`src/rtl/screen_end_animated.sv`:
```
// screen_end_animated: game-over compositor revealing text lines, counting the score up, optional last-line blink (SCREEN_END_BLINK_EN)
module screen_end_animated #(
  parameter int NUM_LINES = 3,
  parameter int REVEAL_FRAMES = 30,
  parameter int COUNT_STEP = 7,
  parameter int BLINK_FRAMES = 16,
  parameter logic [7:0] BG_COLOR = 8'hFF
) (
  input  logic                   clk,
  input  logic                   resetN,
  input  logic [10:0]            pixelX,
  input  logic [10:0]            pixelY,
  input  logic                   startOfFrame,
  input  logic                   active,
  input  logic [15:0]            score,
  input  logic [NUM_LINES-1:0]   lineDraw,
  input  logic [8*NUM_LINES-1:0] lineRGB,
  input  logic                   numberDraw,
  input  logic [7:0]             numberRGB,
  output logic [7:0]             RGB_screen_end,
  output logic [15:0]            displayScore,
  output logic                   animDone
);
  localparam int MAX_FRAMES = REVEAL_FRAMES > BLINK_FRAMES ? REVEAL_FRAMES : BLINK_FRAMES;
  localparam int FW = $clog2(MAX_FRAMES + 1);
  typedef enum logic [1:0] {IDLE, REVEAL, COUNT, HOLD} state_t;
  state_t state, state_n;
  logic [2:0] revealed, revealed_n;
  logic [FW-1:0] frame_cnt, frame_n;
  logic [15:0] target, target_n, score_n;
  logic active_d;
  logic last_gate;
  logic [7:0] pix;
  logic unused_pixel;
  assign unused_pixel = ^{pixelX, pixelY};
  assign animDone = state == HOLD;
`ifdef SCREEN_END_BLINK_EN
  logic blink_phase, blink_n;
  assign last_gate = state != HOLD || blink_phase;
`else
  assign last_gate = 1'b1;
`endif
  // state and animation registers
  always_ff @(posedge clk or negedge resetN) begin
    if (!resetN) begin
      state <= IDLE;
      revealed <= '0;
      frame_cnt <= '0;
      target <= '0;
      displayScore <= '0;
      active_d <= 1'b0;
      RGB_screen_end <= BG_COLOR;
`ifdef SCREEN_END_BLINK_EN
      blink_phase <= 1'b1;
`endif
    end else begin
      state <= state_n;
      revealed <= revealed_n;
      frame_cnt <= frame_n;
      target <= target_n;
      displayScore <= score_n;
      active_d <= active;
      RGB_screen_end <= pix;
`ifdef SCREEN_END_BLINK_EN
      blink_phase <= blink_n;
`endif
    end
  end
  // next state; a falling active wins over a coincident frame pulse
  always_comb begin
    state_n = state;
    revealed_n = revealed;
    frame_n = frame_cnt;
    target_n = target;
    score_n = displayScore;
`ifdef SCREEN_END_BLINK_EN
    blink_n = blink_phase;
`endif
    if (state != IDLE && !active) begin
      state_n = IDLE;
      score_n = '0;
      revealed_n = '0;
      frame_n = '0;
    end else if (state == IDLE) begin
      if (active && !active_d) begin
        state_n = REVEAL;
        target_n = score;
        revealed_n = '0;
        frame_n = '0;
        score_n = '0;
      end
    end else if (startOfFrame) begin
      if (state == REVEAL) begin
        if (frame_cnt == FW'(REVEAL_FRAMES - 1)) begin
          frame_n = '0;
          revealed_n = revealed + 3'd1;
          state_n = revealed + 3'd1 == 3'(NUM_LINES) ? COUNT : REVEAL;
        end else
          frame_n = frame_cnt + FW'(1);
      end else if (state == COUNT) begin
        if (target - displayScore <= 16'(COUNT_STEP)) begin
          score_n = target;
          state_n = HOLD;
          frame_n = '0;
`ifdef SCREEN_END_BLINK_EN
          blink_n = 1'b1;
`endif
        end else
          score_n = displayScore + 16'(COUNT_STEP);
      end
`ifdef SCREEN_END_BLINK_EN
      else if (state == HOLD) begin
        frame_n = frame_cnt == FW'(BLINK_FRAMES - 1) ? '0 : frame_cnt + FW'(1);
        blink_n = frame_cnt == FW'(BLINK_FRAMES - 1) ? ~blink_phase : blink_phase;
      end
`endif
    end
  end
  // composite: line 0 highest priority, then number, then background
  always_comb begin
    pix = (state == COUNT || state == HOLD) && numberDraw ? numberRGB : BG_COLOR;
    for (int i = NUM_LINES - 1; i >= 0; i--)
      if (3'(i) < revealed && lineDraw[i] && (i != NUM_LINES - 1 || last_gate))
        pix = lineRGB[8*i +: 8];
    if (state == IDLE) pix = BG_COLOR;
  end
endmodule

```
`config.mk`:
```
export PLATFORM = sky130hd
export DESIGN_NAME = screen_end_animated
export DESIGN_NICKNAME = d
export VERILOG_FILES = /design/src/rtl/screen_end_animated.sv
export SDC_FILE = /design/constraint.sdc
export NUM_CORES = 1
export LEC_CHECK = 0
export CORE_MARGIN = 5
export CORE_UTILIZATION = 49
export DETAILED_ROUTE_END_ITERATION = 12
export PLACE_DENSITY_LB_ADDON = 0.1
export SLEW_MARGIN = 20
export SYNTH_ARGS = -nofsm -noshare
export SYNTH_HDL_FRONTEND = slang
export SYNTH_SLANG_ARGS = --single-unit
```
`constraint.sdc`:
```
create_clock -name clk -period 3.5 [get_ports clk]
set_clock_uncertainty 0.05 [all_clocks]
set_input_delay 0.525 -clock clk [delete_from_list [all_inputs] [get_ports clk]]
set_output_delay 0.525 -clock clk [all_outputs]
set_load 0.02 [all_outputs]
```
==> results_dict.tcl <==
set metrics [dict create \
    status "finished clean" \
    grt_max_degree 33 \
    yosysTopAreaCell "dfrtp_1" \
    track_usage_pct 21.3 \
    ys.flop_type "dfrtp_1" \
    fmax_ghz 0.304 \
    syn_area_um2 3640 \
    p_per_area_nw_per_um2 658 \
    nets 593 \
    yosysTopAreaCellShare_pct 29.6 \
    area_growth_pct 28.2 \
    maxSlewHeadroom_pct 48.7 \
    setup_viol_count_final 0 \
    fill_cells 610 \
    regArea_um2 1290 \
    postRouteAntennaNets 0 \
    period_needed_ns 3.29 \
    ys_ff_latch 51 \
    path_max_fanout 16 \
    dp_hpwl_um 7200 \
    worstPathRequired_ns 3.62 \
    async_flop_share_pct 100 \
    utilization_pct 64.3 \
    seqPwrFrac_pct 29.1 \
    multiInputGateArea_um2 2170 \
    swShare_pct 42.5 \
    synth_edf_count 0 \
    endpoint_kind "flop" \
    net-switching-power_mw 1.31 \
    syn-instance-count 417 \
    syn-num-nets 516 \
    die_x_um 96.2 \
    vias_per_cell 5.77 \
    dieArea_um2 9250 \
    antenna_found_initial 0 \
    start_util_pct 50.2 \
    avgSynthCellArea_um2 8.73 \
    rsz0062_at_grt "yes" \
    core-area_um2 7250 \
    cp-start-kind "flop" \
    firstDrtPassIters 4 \
    portBuffers 80 \
    finalHoldViolCount 0 \
    irDropWorstVdd_uv 297 \
    gp_congestion 0.902 \
    timing.final.ws_setup_ns 0.206 \
    tightest_slew_ns 0.770 \
    drt-initial-drc-count 121 \
    criticalPathCategory "flop to flop" \
    whs_ns 0.235 \
    worstPathArrival_ns 3.42 \
    cts_tree "done" \
    max-cap-violations 0 \
    pwr-share-clk_pct 14.3 \
    ys_types 65 \
    holdBufCountCts 0 \
    overflow 0 \
    fin_crit_sh_pct 94.1 \
    worstHoldPathType "input port to asynchronous set/reset pin" \
    io_pins 103 \
    grt_first_pass_wirelength_um 15800 \
    drive_gt1_share_pct 10.7 \
    grt_pass1_vias 3422 \
    num_rows 31 \
    final_max_slew_viol_count 0 \
    clk_pin_slew_ns 0.10 \
    die_y_um 96.2 \
    ys_seq_area_share_pct 35.3 \
    clock_latency_ns 0.31 \
    ys_warn_count 0 \
    p_comb_share_pct 56.6 \
    drc 0 \
    synth_area_leaders "dfrtp_1, ha_1, dfstp_2, nand2_1, mux2_2" \
    h-tree-depth 2 \
    power.total_mw 3.07 \
    vias 3429 \
    cts_made_buffers 5 \
    routed_wl_um 9350 \
    ctsRootBufferMaster "clkbuf_8" \
    clk_path_buf_depth 2 \
    leakage_nw 1.93 \
    insertedDiodeCount 0 \
    cts_sinks 51 \
    route.detailed.wl_per_inst_um 15.7 \
    p_int_mw 1.76 \
    dpl_worst_slack_ns 0.176 \
]
[metrics by stage]
| step | cell area [um2] | cells | TNS, ns |
|---|---|---|---|
| 2_1_floorplan | 3640 | 417 | 0 |
| 3_3_place_gp | 4540 | 586 | 0 |
| 3_5_place_dp | 4540 | 586 | 0 |
| 4_1_cts | 4650 | 594 | 0 |
| 5_1_grt | 4660 | 594 | -0.00536 |
| 6_report | 4660 | 594 | 0 |
[worst max-delay path: stages (launching register included)]
cell and delay [ns]:
dfrtp_2 0.45, ha_1 0.25, fa_1 0.36, and2b_1 0.26, o2111ai_2 0.17, a21oi_2 0.24, o21ai_0 0.10, a221o_1 0.36
nor4_4 0.27, nand2_2 0.13, buf_4 0.23, a31oi_1 0.19, o22ai_1 0.11
[worst paths after layout]
kind                                             startpoint                     endpoint  slack (ns)  cells after the start
max in group asynchronous                            resetN  RGB_screen_end[6]$_DFF_PN1_        2.33                      2
worst min register to register     frame_cnt[0]$_DFFE_PN0P_     frame_cnt[0]$_DFFE_PN0P_        0.51                      1
min in group clk                   frame_cnt[0]$_DFFE_PN0P_     frame_cnt[0]$_DFFE_PN0P_        0.51                      1
worst max-delay path            displayScore[0]$_DFFE_PN0P_  displayScore[2]$_DFFE_PN0P_        0.21                     12
worst max register to register  displayScore[0]$_DFFE_PN0P_  displayScore[2]$_DFFE_PN0P_        0.21                     12
worst min-delay path                                 resetN           active_d$_DFF_PN0_        0.23                      1
[power groups by stage]
| stage | Combinational [mW] | Clock, mW | Sequential [mW] |
|---|---|---|---|
| 5_1_grt | 1.93 | 0.466 | 0.919 |
| 4_1_cts | 1.72 | 0.455 | 0.894 |
| 3_3_place_gp | 1.68 | 0 | 0.899 |
| 2_1_floorplan | 1.28 | 0 | 0.892 |
| 6_report | 1.74 | 0.439 | 0.894 |
| 3_5_place_dp | 1.72 | 0 | 0.906 |
[area by class of cell]
| cell class | count | area share, % |
|---|---|---|
| multi-input cells | 318 | 46.5 |
| flip-flops and latches | 51 | 27.6 |
| clock inverters | 2 | 0.751 |
| repair buffers | 88 | 18.3 |
| clock buffers | 6 | 1.77 |
| well taps | 99 | 2.66 |
| inverters | 30 | 2.41 |
[per-layer routing]
layer | vias to the layer above | part of all wire (%) | global-route usage [%] | routed length [um]
met3 | 10 | 6.2 | 5.00 | 575
li1 | 1682 | - | - | -
met2 | 102 | 51 | 37.5 | 4760
met5 | - | 0 | 0 | 0
met1 | 1635 | 42 | 26.3 | 3910
met4 | 0 | 1.1 | 5.09 | 101
[synth_stat cells (4+ instances only)]
| master | n |
|---|---|
| inv_1 | 30 |
| o31ai_1 | 5 |
| nand3_1 | 10 |
| a31oi_1 | 15 |
| a21oi_1 | 17 |
| buf_2 | 5 |
| or3_1 | 6 |
| nand2_1 | 49 |
| mux2i_1 | 16 |
| dfstp_2 | 8 |
| o21ai_1 | 4 |
| o22ai_1 | 18 |
| o21ai_0 | 24 |
| nor3_1 | 11 |
| nand4_1 | 5 |
| clkbuf_1 | 10 |
| a21o_1 | 6 |
| dfrtp_1 | 43 |
| ha_1 | 20 |
| o21a_1 | 4 |
| nand2b_1 | 5 |
| nor2_1 | 28 |
| mux2_2 | 15 |
| o211ai_1 | 9 |
[cell families after synthesis]
logic type	share of synthesized area [%]
AND/OR/NAND/NOR	17.7
AO/OA/AOI/OAI	24.0
flip-flops	35.3
buffers and inverters	5.53
multiplexers	9.04
adder cells (fa/ha/maj)	7.43
XOR/XNOR	0.963
[flip-flops by register name (all words and copies together) (netlist names)]
| name | cells |
|---|---|
| RGB_screen_end | 8 |
| active_d | 1 |
| displayScore | 16 |
| frame_cnt | 5 |
| revealed | 3 |
| state | 2 |
| target | 16 |
[cell usage in the layout, fill, tap and decap left out, types with 4 or more instances in the layout]
cell | synthesis | layout
a21o_1 | 6 | 6
a21oi_1 | 17 | 17
a31oi_1 | 15 | 15
buf_4 | 0 | 8
clkbuf_8 | 0 | 6
clkdlybuf4s50_1 | 0 | 79
dfrtp_1 | 43 | 42
dfstp_2 | 8 | 8
ha_1 | 20 | 20
inv_1 | 30 | 30
mux2_2 | 15 | 15
mux2i_1 | 16 | 16
nand2_1 | 49 | 49
nand2b_1 | 5 | 5
nand3_1 | 10 | 10
nand4_1 | 5 | 5
nor2_1 | 28 | 28
nor3_1 | 11 | 11
o211ai_1 | 9 | 9
o21a_1 | 4 | 4
o21ai_0 | 24 | 24
o21ai_1 | 4 | 4
o22ai_1 | 18 | 18
o31ai_1 | 5 | 5
or3_1 | 6 | 6
[timing repair]
| action | 4_1_cts | 5_1_grt |
|---|---|---|
| gates resized for setup | 0 | 3 |
| setup buffers | 0 | 0 |
| setup endpoints to repair | 0 | 12 |
Note: power is estimated with default switching activity, not from simulation.
